<file path="config.mk">
export PLATFORM = sky130hd
export DESIGN_NAME = matrix_display_sequencer_flat
export DESIGN_NICKNAME = d
export VERILOG_FILES = /design/src/rtl/matrix_display_sequencer_if.sv /design/src/rtl/matrix_display_sequencer.sv /design/src/flat_wrapper.sv
export SDC_FILE = /design/constraint.sdc
export NUM_CORES = 1
export LEC_CHECK = 0
export CAP_MARGIN = 20
export CORE_UTILIZATION = 33
export DETAILED_ROUTE_END_ITERATION = 12
export GPL_TIMING_DRIVEN = 0
export PLACE_DENSITY = 0.58
export SLEW_MARGIN = 30
export SYNTH_ARGS = -nofsm -noshare
export SYNTH_HDL_FRONTEND = slang
export SYNTH_SLANG_ARGS = --single-unit
</file>
<file path="constraint.sdc">
create_clock -name clk -period 2.3 [get_ports clk]
set_input_delay 0.46 -clock clk [delete_from_list [all_inputs] [get_ports clk]]
set_output_delay 0.46 -clock clk [all_outputs]
set_load 0.005 [all_outputs]
</file>
<file path="src/rtl/matrix_display_sequencer_if.sv">
// Storage-query and displayer-handshake bundle driven by matrix_display_sequencer.
interface matrix_display_sequencer_if #(
  parameter int IDX_W = 3,
  parameter int CNT_W = 4
);
  logic [2:0]       req_row;
  logic [2:0]       req_col;
  logic [IDX_W-1:0] req_idx;
  logic [CNT_W-1:0] scale_cnt;
  logic             disp_start;
  logic             disp_busy;

  modport master (
    output req_row, req_col, req_idx, disp_start,
    input  scale_cnt, disp_busy
  );

  modport slave (
    input  req_row, req_col, req_idx, disp_start,
    output scale_cnt, disp_busy
  );
endinterface

</file>
<file path="src/rtl/matrix_display_sequencer.sv">
// Walks stored matrices (one scale or all scales) and hands each to the UART
// matrix displayer through a start/busy handshake, with gap, ack timeout and abort.
module matrix_display_sequencer #(
  parameter int MAX_SIZE            = 5,
  parameter int MAX_MATRIX_PER_SIZE = 4,
  parameter int IDX_W               = 3,
  parameter int CNT_W               = 4,
  parameter int GAP_CYCLES          = 16,
  parameter int ACK_TIMEOUT         = 255
) (
  input  logic                              clk,
  input  logic                              rst_n,
  input  logic                              start,
  input  logic                              abort,
  input  logic                              mode,
  input  logic [2:0]                        sel_row,
  input  logic [2:0]                        sel_col,
  matrix_display_sequencer_if.master        bus,
  output logic                              busy,
  output logic                              done,
  output logic                              aborted,
  output logic [7:0]                        shown_cnt,
  output logic                              timeout_err
);

  localparam int TMR_W = 16;
  localparam logic [TMR_W-1:0] ACK_LAST = (ACK_TIMEOUT > 0) ? TMR_W'(ACK_TIMEOUT - 1) : '0;
  localparam logic [TMR_W-1:0] GAP_LAST = (GAP_CYCLES  > 0) ? TMR_W'(GAP_CYCLES  - 1) : '0;

  typedef enum logic [3:0] {
    IDLE, LOAD, CHECK, ISSUE, WAIT_ACK, WAIT_DONE, GAP, NEXT_SCALE, FINISH
  } state_t;

  state_t           state_q, state_d;
  logic [2:0]       row_q, col_q;
  logic [IDX_W-1:0] idx_q;
  logic [CNT_W-1:0] total_q;
  logic             total_vld_q;
  logic             mode_q;
  logic [TMR_W-1:0] timer_q;

  logic             sel_ok, last_scale, idx_lt;
  logic [CNT_W-1:0] cnt_clamped, total_now;

  // control strobes from the next-state logic into the datapath
  logic accept, snap, cnt_inc, tmr_clr, tmr_inc, idx_inc, scale_adv;
  logic set_to, set_ab, matrix_end, disp_start_c;

  assign sel_ok = (sel_row != 3'd0) && (int'(sel_row) <= MAX_SIZE) &&
                  (sel_col != 3'd0) && (int'(sel_col) <= MAX_SIZE);
  assign last_scale  = (int'(row_q) == MAX_SIZE) && (int'(col_q) == MAX_SIZE);
  assign cnt_clamped = (int'(bus.scale_cnt) > MAX_MATRIX_PER_SIZE) ?
                       CNT_W'(MAX_MATRIX_PER_SIZE) : bus.scale_cnt;
  // the count is frozen at the first CHECK of a scale; later CHECKs reuse it
  assign total_now = total_vld_q ? total_q : cnt_clamped;
  assign idx_lt    = int'(idx_q) < int'(total_now);

  always_ff @(posedge clk or negedge rst_n) begin
    if (!rst_n) state_q <= IDLE;
    else        state_q <= state_d;
  end

  always_comb begin
    state_d      = state_q;
    disp_start_c = 1'b0;
    accept       = 1'b0;
    snap         = 1'b0;
    cnt_inc      = 1'b0;
    tmr_clr      = 1'b0;
    tmr_inc      = 1'b0;
    idx_inc      = 1'b0;
    scale_adv    = 1'b0;
    set_to       = 1'b0;
    set_ab       = 1'b0;
    matrix_end   = 1'b0;
    unique case (state_q)
      IDLE: begin
        if (start) begin
          accept  = 1'b1;
          state_d = (mode || sel_ok) ? LOAD : FINISH;
        end
      end
      LOAD:  state_d = CHECK;
      CHECK: begin
        snap = !total_vld_q;
        if (idx_lt)      state_d = ISSUE;
        else if (mode_q) state_d = NEXT_SCALE;
        else             state_d = FINISH;
      end
      ISSUE: begin
        disp_start_c = 1'b1;
        cnt_inc      = 1'b1;
        tmr_clr      = 1'b1;
        state_d      = WAIT_ACK;
      end
      WAIT_ACK: begin
        if (bus.disp_busy) begin
          state_d = WAIT_DONE;
        end else if (timer_q == ACK_LAST) begin
          set_to     = 1'b1;
          matrix_end = 1'b1;
        end else begin
          tmr_inc = 1'b1;
        end
      end
      WAIT_DONE: if (!bus.disp_busy) matrix_end = 1'b1;
      GAP: begin
        if (timer_q == GAP_LAST) begin
          idx_inc = 1'b1;
          state_d = CHECK;
        end else begin
          tmr_inc = 1'b1;
        end
      end
      NEXT_SCALE: begin
        if (last_scale) begin
          state_d = FINISH;
        end else begin
          scale_adv = 1'b1;
          state_d   = LOAD;
        end
      end
      FINISH:  state_d = IDLE;
      default: state_d = IDLE;
    endcase

    // a zero-length gap skips the GAP state entirely
    if (matrix_end) begin
      if (GAP_CYCLES == 0) begin
        idx_inc = 1'b1;
        state_d = CHECK;
      end else begin
        tmr_clr = 1'b1;
        state_d = GAP;
      end
    end

    if (abort && (state_q != IDLE) && (state_q != FINISH)) begin
      state_d      = FINISH;
      set_ab       = 1'b1;
      disp_start_c = 1'b0;
      cnt_inc      = 1'b0;
      set_to       = 1'b0;
    end
  end

  always_ff @(posedge clk or negedge rst_n) begin
    if (!rst_n) begin
      row_q       <= '0;
      col_q       <= '0;
      idx_q       <= '0;
      total_q     <= '0;
      total_vld_q <= 1'b0;
      mode_q      <= 1'b0;
      timer_q     <= '0;
      shown_cnt   <= '0;
      timeout_err <= 1'b0;
      aborted     <= 1'b0;
    end else begin
      if (accept) begin
        mode_q      <= mode;
        shown_cnt   <= '0;
        timeout_err <= 1'b0;
        aborted     <= 1'b0;
        idx_q       <= '0;
        total_vld_q <= 1'b0;
        if (mode) begin
          row_q <= 3'd1;
          col_q <= 3'd1;
        end else if (sel_ok) begin
          row_q <= sel_row;
          col_q <= sel_col;
        end
      end
      if (scale_adv) begin
        idx_q       <= '0;
        total_vld_q <= 1'b0;
        if (int'(col_q) == MAX_SIZE) begin
          col_q <= 3'd1;
          row_q <= row_q + 3'd1;
        end else begin
          col_q <= col_q + 3'd1;
        end
      end
      if (snap) begin
        total_q     <= cnt_clamped;
        total_vld_q <= 1'b1;
      end
      if (idx_inc)                      idx_q     <= idx_q + 1'b1;
      if (cnt_inc && shown_cnt != '1)   shown_cnt <= shown_cnt + 8'd1;
      if (tmr_clr)                      timer_q   <= '0;
      else if (tmr_inc)                 timer_q   <= timer_q + 1'b1;
      if (set_to)                       timeout_err <= 1'b1;
      if (set_ab)                       aborted     <= 1'b1;
    end
  end

  assign bus.req_row    = row_q;
  assign bus.req_col    = col_q;
  assign bus.req_idx    = idx_q;
  assign bus.disp_start = disp_start_c;
  assign busy           = (state_q != IDLE);
  assign done           = (state_q == FINISH);

endmodule
</file>
<file path="src/flat_wrapper.sv">
// flat-port wrapper written by rule: the top's interface ports become plain ports
module matrix_display_sequencer_flat 
#(
  parameter int MAX_SIZE            = 5,
  parameter int MAX_MATRIX_PER_SIZE = 4,
  parameter int IDX_W               = 3,
  parameter int CNT_W               = 4,
  parameter int GAP_CYCLES          = 16,
  parameter int ACK_TIMEOUT         = 255
)
  (clk, rst_n, start, abort, mode, sel_row, sel_col, busy, done, aborted, shown_cnt, timeout_err, bus_req_row, bus_req_col, bus_req_idx, bus_disp_start, bus_scale_cnt, bus_disp_busy);
  matrix_display_sequencer_if #(.IDX_W(IDX_W), .CNT_W(CNT_W)) bus_i ();
  input  logic clk;
  input  logic rst_n;
  input  logic start;
  input  logic abort;
  input  logic mode;
  input  logic [2:0] sel_row;
  input  logic [2:0] sel_col;
  output logic busy;
  output logic done;
  output logic aborted;
  output logic [7:0] shown_cnt;
  output logic timeout_err;
  output wire logic [$bits(bus_i.req_row)-1:0] bus_req_row;
  output wire logic [$bits(bus_i.req_col)-1:0] bus_req_col;
  output wire logic [$bits(bus_i.req_idx)-1:0] bus_req_idx;
  output wire logic [$bits(bus_i.disp_start)-1:0] bus_disp_start;
  input wire logic [$bits(bus_i.scale_cnt)-1:0] bus_scale_cnt;
  input wire logic [$bits(bus_i.disp_busy)-1:0] bus_disp_busy;
  assign bus_req_row = bus_i.req_row;
  assign bus_req_col = bus_i.req_col;
  assign bus_req_idx = bus_i.req_idx;
  assign bus_disp_start = bus_i.disp_start;
  assign bus_i.scale_cnt = bus_scale_cnt;
  assign bus_i.disp_busy = bus_disp_busy;
  matrix_display_sequencer #(.MAX_SIZE(MAX_SIZE), .MAX_MATRIX_PER_SIZE(MAX_MATRIX_PER_SIZE), .IDX_W(IDX_W), .CNT_W(CNT_W), .GAP_CYCLES(GAP_CYCLES), .ACK_TIMEOUT(ACK_TIMEOUT)) u_core (.clk(clk), .rst_n(rst_n), .start(start), .abort(abort), .mode(mode), .sel_row(sel_row), .sel_col(sel_col), .bus(bus_i), .busy(busy), .done(done), .aborted(aborted), .shown_cnt(shown_cnt), .timeout_err(timeout_err));
endmodule
</file>
==> flow_summary.toml, run 1 <==
[routing]
num_vias = 2680
wl_per_cell_um = 15.5
drcViolationCount = 0
routed_via_density = 5.69
final_antenna_net_count = 0
drt_first_pass_iters = 4
drt-initial-drc-count = 191
wirelength_um = 7300

[synth]
synth-edff-count = 0
synthesis.area_um2 = 2850
synth_area_leader_cell = "dfrtp_1"
synth_top_area_share_pct = 39.5
async_flop_share_pct = 100
synth_seq_cells = 45
syn_avg_cell_area_um2 = 9.04
ys_top_cells_by_area = "dfrtp_1, ha_1, o21ai_0"
seq_area_frac_synth_pct = 39.5
yosys_warnings = 0
synth_common_cells = "dfrtp_1, nand2_1, nor2_1"
syn_inst = 315
synthesis.nets = 339
synth_most_common_cell = "dfrtp_1"
synth_top_flop_cell = "dfrtp_1"
synth.distinct_cells = 63

[global_route]
met1_usage_pct = 24.7
antenna_found_initial = 0
use_met2_pct = 25.7
grt_util_all_layers_pct = 16.9
grt_pass1_wl_um = 12000
grt_util_met3_pct = 2.58
grt_start_max_net_pins = 46
grt-busiest-layer = "met2"
grt_overflow = 0
grt_pass1_vias = 2455

[timing]
max_clock_freq_mhz = 437
timing.final.ws_setup_ps = 13.0
hold_viol = 0
finalSetupViolCount = 0
fin_crit_ps = 2290
maxSlewHeadroom_pct = 35.8
finalCritPeriodShare_pct = 99.4
grt_setup_unrepaired = "yes"
skew_ps = 8.54
worstMarginPinSlew_ps = 955
slew_viol_final = 0
fin_hold_ws_ps = 168
fin_tns_setup_ps = 0

[pwr]
p_per_area_nw_per_um2 = 747
leakage_nw = 1.51
ir_worst_vdd_v = 0.000344

[clock_tree]
clock-root-buffer = "clkbuf_8"
clk_pin_slew_ps = 90
cts_tree = "built"
clk_latency_ps = 300
cts_max_path_buffers = 2
hold_buffers = 0
cts.sinks = 45
cts_buffers = 5
cts_max_level = 2

[floorplanning]
num_io_pins = 38
fp.dieH_um = 94.9
die_w_um = 94.9
die_area_um2 = 9010
coreArea_um2 = 8300
initial_core_util_pct = 34.3
rows = 33

[setup_path]
critical-path-top-delay-family = "simple AND/OR/NAND/NOR gates"
crit_top_cell = "or4_4"
crit_arrival_ps = 2520
end_kind = "register"
cp_max_fo = 5
worstSetupPathType = "reg -> reg"
slowest_stage = "or4_4"
crit_required_ps = 2540
path_buf_inv = 1
start_kind = "register"
cp_cell_sequence = "or4_4 > or4_4 > a22oi_2 > buf_4 > o21ai_1 > a21oi_2"
critPathMaxStageDelay_ps = 590

[cells_and_area]
antenna_cells = 0
design_area_um2 = 3670
layout.cells.non_filler = 471
layout.nets = 390
area_growth_pct = 29.0
multi_input_area_um2 = 1740
fill_cells = 818
drive_above_1_share_pct = 18.9
regArea_um2 = 1130

[placed_design]
placed_area_um2 = 3350
gp_congestion = 0.880
portBuffers = 37
dpl.cell_count = 457
dp_hpwl_um = 5000
pre_cts_ws_ps = -457

[worst_hold_path]
hold_path.class = "in -> async"

[status]
outcome = "finished, final reports clean"

[job]
maxCapViolations = 0
## final timing paths
path | from | to | slack, ps | cells after the start
setup / recovery | u_core.timer_q[13] | u_core.timer_q[9] | 10 | 6
hold / removal | rst_n | u_core.total_q[0] | 170 | 1
setup reg to reg | u_core.timer_q[13] | u_core.timer_q[9] | 10 | 6
hold reg to reg | u_core.total_q[2] | u_core.total_q[2] | 480 | 2
max in group asynchronous | rst_n | u_core.timer_q[8] | 1690 | 1
min in group clk | u_core.total_q[2] | u_core.total_q[2] | 480 | 2
## kinds of logic after synthesis
logic type	count (synthesis)	share of synthesized area (%)
simple gates	132	25.9
compound gates	97	24.1
flops	45	39.5
buf+inv	24	4.00
fa+ha+maj	8	3.52
xor+xnor	6	1.85
mux	3	1.10
## layout by cell type (no fill, tap or decap), drive strengths merged, types with 5 or more instances in the layout
cell,Yosys,final
dfrtp,45,45
clkdlybuf4s50,0,31
o21ai,28,28
nand2,25,25
nor2,21,21
buf,5,16
nand3,14,14
a21oi,13,13
clkbuf,9,11
inv,10,10
or3,10,10
nor3,8,8
ha,8,8
o211ai,6,6
nor4,6,6
nand2b,5,5
and3,5,5
xnor2,5,5
dlymetal6s2s,0,5
a22oi,5,5
o22ai,5,5
a31oi,5,5
## routing by layer
| layer | share of wire (%) | vias to the layer above |
|---|---|---|
| li1 | - | 1304 |
| met1 | 48 | 1304 |
| met2 | 46 | 63 |
| met3 | 3.8 | 9 |
| met4 | 1.2 | 0 |
| met5 | 0 | - |
## cell type report
| cell class | count | share of cell area [%] |
|---|---|---|
| well taps | 105 | 3.58 |
| flip-flops and latches | 45 | 30.8 |
| multi-input cells | 246 | 47.3 |
| plain buffers | 11 | 2.11 |
| inverters | 10 | 1.02 |
| repair buffers | 47 | 12.4 |
| clock buffers | 5 | 1.87 |
| clock inverters | 2 | 0.953 |
## sequential cells by signal, summed over array words and instances, names as in the netlist, 3 cells and up
name                cells
u_core.shown_cnt        8
u_core.total_q          4
u_core.bus.req_row      3
u_core.state_q          4
u_core.bus.req_idx      3
u_core.bus.req_col      3
u_core.timer_q         16
## through the flow
| stage | total power, mW | utilization, % |
|---|---|---|
| detailed placement | 2.05 | 40.3 |
| CTS | 2.69 | 43.0 |
| finish | 2.75 | 44.3 |
| global route | 2.95 | 44.3 |
| floorplan | 1.67 | - |
| global placement | 2.05 | 40.4 |
## what timing repair did
item,in CTS,in global routing
gates cloned,1,0
setup endpoints to repair,25,21
gates resized for setup,24,25
pin swaps,3,8
buffers inserted,8,1
## report_power, final
group	leakage, nW	internal (mW)	total (mW)	switching, mW
Sequential	0.598	0.923	1.09	0.167
Clock	0.0540	0.316	0.594	0.278
Combinational	0.857	0.531	1.06	0.530
Total	1.51	1.77	2.75	0.975
No activity file was read; power rests on OpenSTA's default activity.
==> run 2: changes to the inputs <==
CAP_MARGIN = default   (was 20)
PLACE_DENSITY = 0.6   (was 0.58)
==> run 2 against run 1 <==
Flip-flop and latch count is the same. Die area is the same. Worst setup slack gained 26 ps. Combinational power is essentially flat. Critical path depth is the same. Clock skew shrank 2.6 ps. Non-clock buffer count grew 5. Critical endpoint is now u_core.timer_q[7].
==> flow_summary.toml, run 2 (synthesis results as in run 1) <==
[timing]
fin_crit_ps = 2260
skew_ps = 5.99
maxSlewHeadroom_pct = 38.9
fin_hold_ws_ps = 164
worstMarginPinSlew_ps = 909
slew_viol_final = 0
hold_viol = 0
max_clock_freq_mhz = 442
finalCritPeriodShare_pct = 98.3
grt_setup_unrepaired = "yes"
finalSetupViolCount = 0

[cells_and_area]
drive_above_1_share_pct = 22.3
regMostFlops = "u_core.timer_q"
multi_input_area_um2 = 1780
regArea_um2 = 1130
layout.nets = 395
mostFrequentLayoutCells = "dfrtp_1, clkdlybuf4s50_1, nand2_1, o21ai_0, nor2_1"
layout_commonest_cell = "dfrtp_1"
largest_register_ffs = 16
area_growth_pct = 33.0
fill_cells = 786
antenna_cells = 0
top_regs = "u_core.timer_q: 16 flops, u_core.shown_cnt: 8 flops"

[clock_tree]
cts_max_level = 2
clk_pin_slew_ps = 90
cts.sinks = 45
clk_latency_ps = 300
clock-root-buffer = "clkbuf_8"
cts_max_path_buffers = 2
cts_tree = "built"
cts_buffers = 5

[setup_path]
crit_required_ps = 2490
r2r_start = "u_core.timer_q[13]"
slowest_stage = "or4_4"
worstSetupPathType = "reg -> reg"
start_kind = "register"
cp_max_fo = 5
cp_cell_sequence = "or4_4 > or4_4 > a22oi_2 > buf_4 > or3_4 > a21oi_2"
reg2reg_to = "u_core.timer_q[7]"
reg2reg_slack_ps = 40
crit_arrival_ps = 2450
critPathMaxStageDelay_ps = 610
reg2reg_depth = 6
path_buf_inv = 1
critical-path-top-delay-family = "simple AND/OR/NAND/NOR gates"
crit_top_cell = "or4_4"
end_kind = "register"

[global_route]
antenna_found_initial = 0
grt_start_max_net_pins = 46
grt_overflow = 0
grt_pass1_wl_um = 12000
grt_util_all_layers_pct = 16.9
grt_pass1_vias = 2478

[floorplanning]
initial_core_util_pct = 34.3
die_area_um2 = 9010
rows = 33
die_w_um = 94.9
fp.dieH_um = 94.9
coreArea_um2 = 8300
num_io_pins = 38

[pwr]
switchingPower_mw = 0.972
ir_worst_vdd_v = 0.000397
power.share.combinational_pct = 38.5
p_per_area_nw_per_um2 = 737
power_frac_seq_pct = 39.0
p_int_mw = 1.82
power.total_mw = 2.79
p_sw_share_pct = 34.8
leakage_nw = 1.56
p_clk_share_pct = 22.5

[routing]
num_vias = 2678
wirelength_um = 7300
drt-initial-drc-count = 156
routed_via_density = 5.61
drcViolationCount = 0
drt_first_pass_iters = 4
wl_per_cell_um = 15.3
final_antenna_net_count = 0

[status]
outcome = "finished, final reports clean"

[job]
maxCapViolations = 0

[placed_design]
portBuffers = 37
gp_congestion = 0.864
dp_hpwl_um = 4950

[worst_hold_path]
hold_path.class = "in -> async"
==> run 2: area by class of cell <==
class / instances / share of cell area (%)
Sequential cell: 45 / 29.9
Timing Repair Buffer: 52 / 13.4
Multi-Input combinational cell: 246 / 47.1
Buffer: 11 / 2.05
Clock inverter: 1 / 0.793
Clock buffer: 7 / 2.28
Tap cell: 105 / 3.47
Inverter: 10 / 0.991
==> run 2: worst max-delay path by stage <==
stage | from | cells after the start | end
global route | u_core.timer_q[12] | 6 | u_core.timer_q[13]
finish | u_core.timer_q[13] | 6 | u_core.timer_q[7]
detailed placement | bus_scale_cnt[3] | 10 | u_core.state_q[1]
floorplan | u_core.timer_q[12] | 7 | u_core.timer_q[11]
global placement | rst_n | 1 | u_core.shown_cnt[3]
CTS | u_core.state_q[0] | 4 | done
==> run 2: power groups by stage <==
stage	logic (mW)	clock network (mW)	registers, mW
2_1_floorplan	0.621	0	1.04
3_3_place_gp	0.981	0	1.06
3_5_place_dp	0.983	0	1.07
4_1_cts	1.01	0.648	1.08
5_1_grt	1.21	0.671	1.12
6_report	1.08	0.629	1.09
==> run 2: timing repair <==
| item | 4_1_cts | 5_1_grt |
|---|---|---|
| hold buffers | 0 | 0 |
| setup buffers | 9 | 5 |
| cloned | 1 | 0 |
| resized for setup | 29 | 33 |
| setup endpoints to repair | 23 | 20 |
| hold endpoints to repair | 0 | 0 |
| pin swaps | 3 | 15 |
==> run 2: through the flow <==
step	TNS [ps]	instance area (um^2)	util, %	setup WS (ps)	std cells
floorplan	0	2850	-	80.4	315
global placement	-37090	3350	40.4	-706	457
detailed placement	-5830	3350	40.3	-524	457
CTS	-16.5	3610	43.5	-16.5	472
global route	-203	3790	45.7	-54.8	477
finish	0	3790	45.7	39.0	477
==> run 2: routing by layer <==
layer / vias to the layer above / GRT usage, % / share of wire [%]
met5: - / 0 / 0
met4: 0 / 4.42 / 1.2
met3: 9 / 2.42 / 3.9
met2: 61 / 27.0 / 47
met1: 1299 / 23.9 / 48
li1: 1309 / - / -
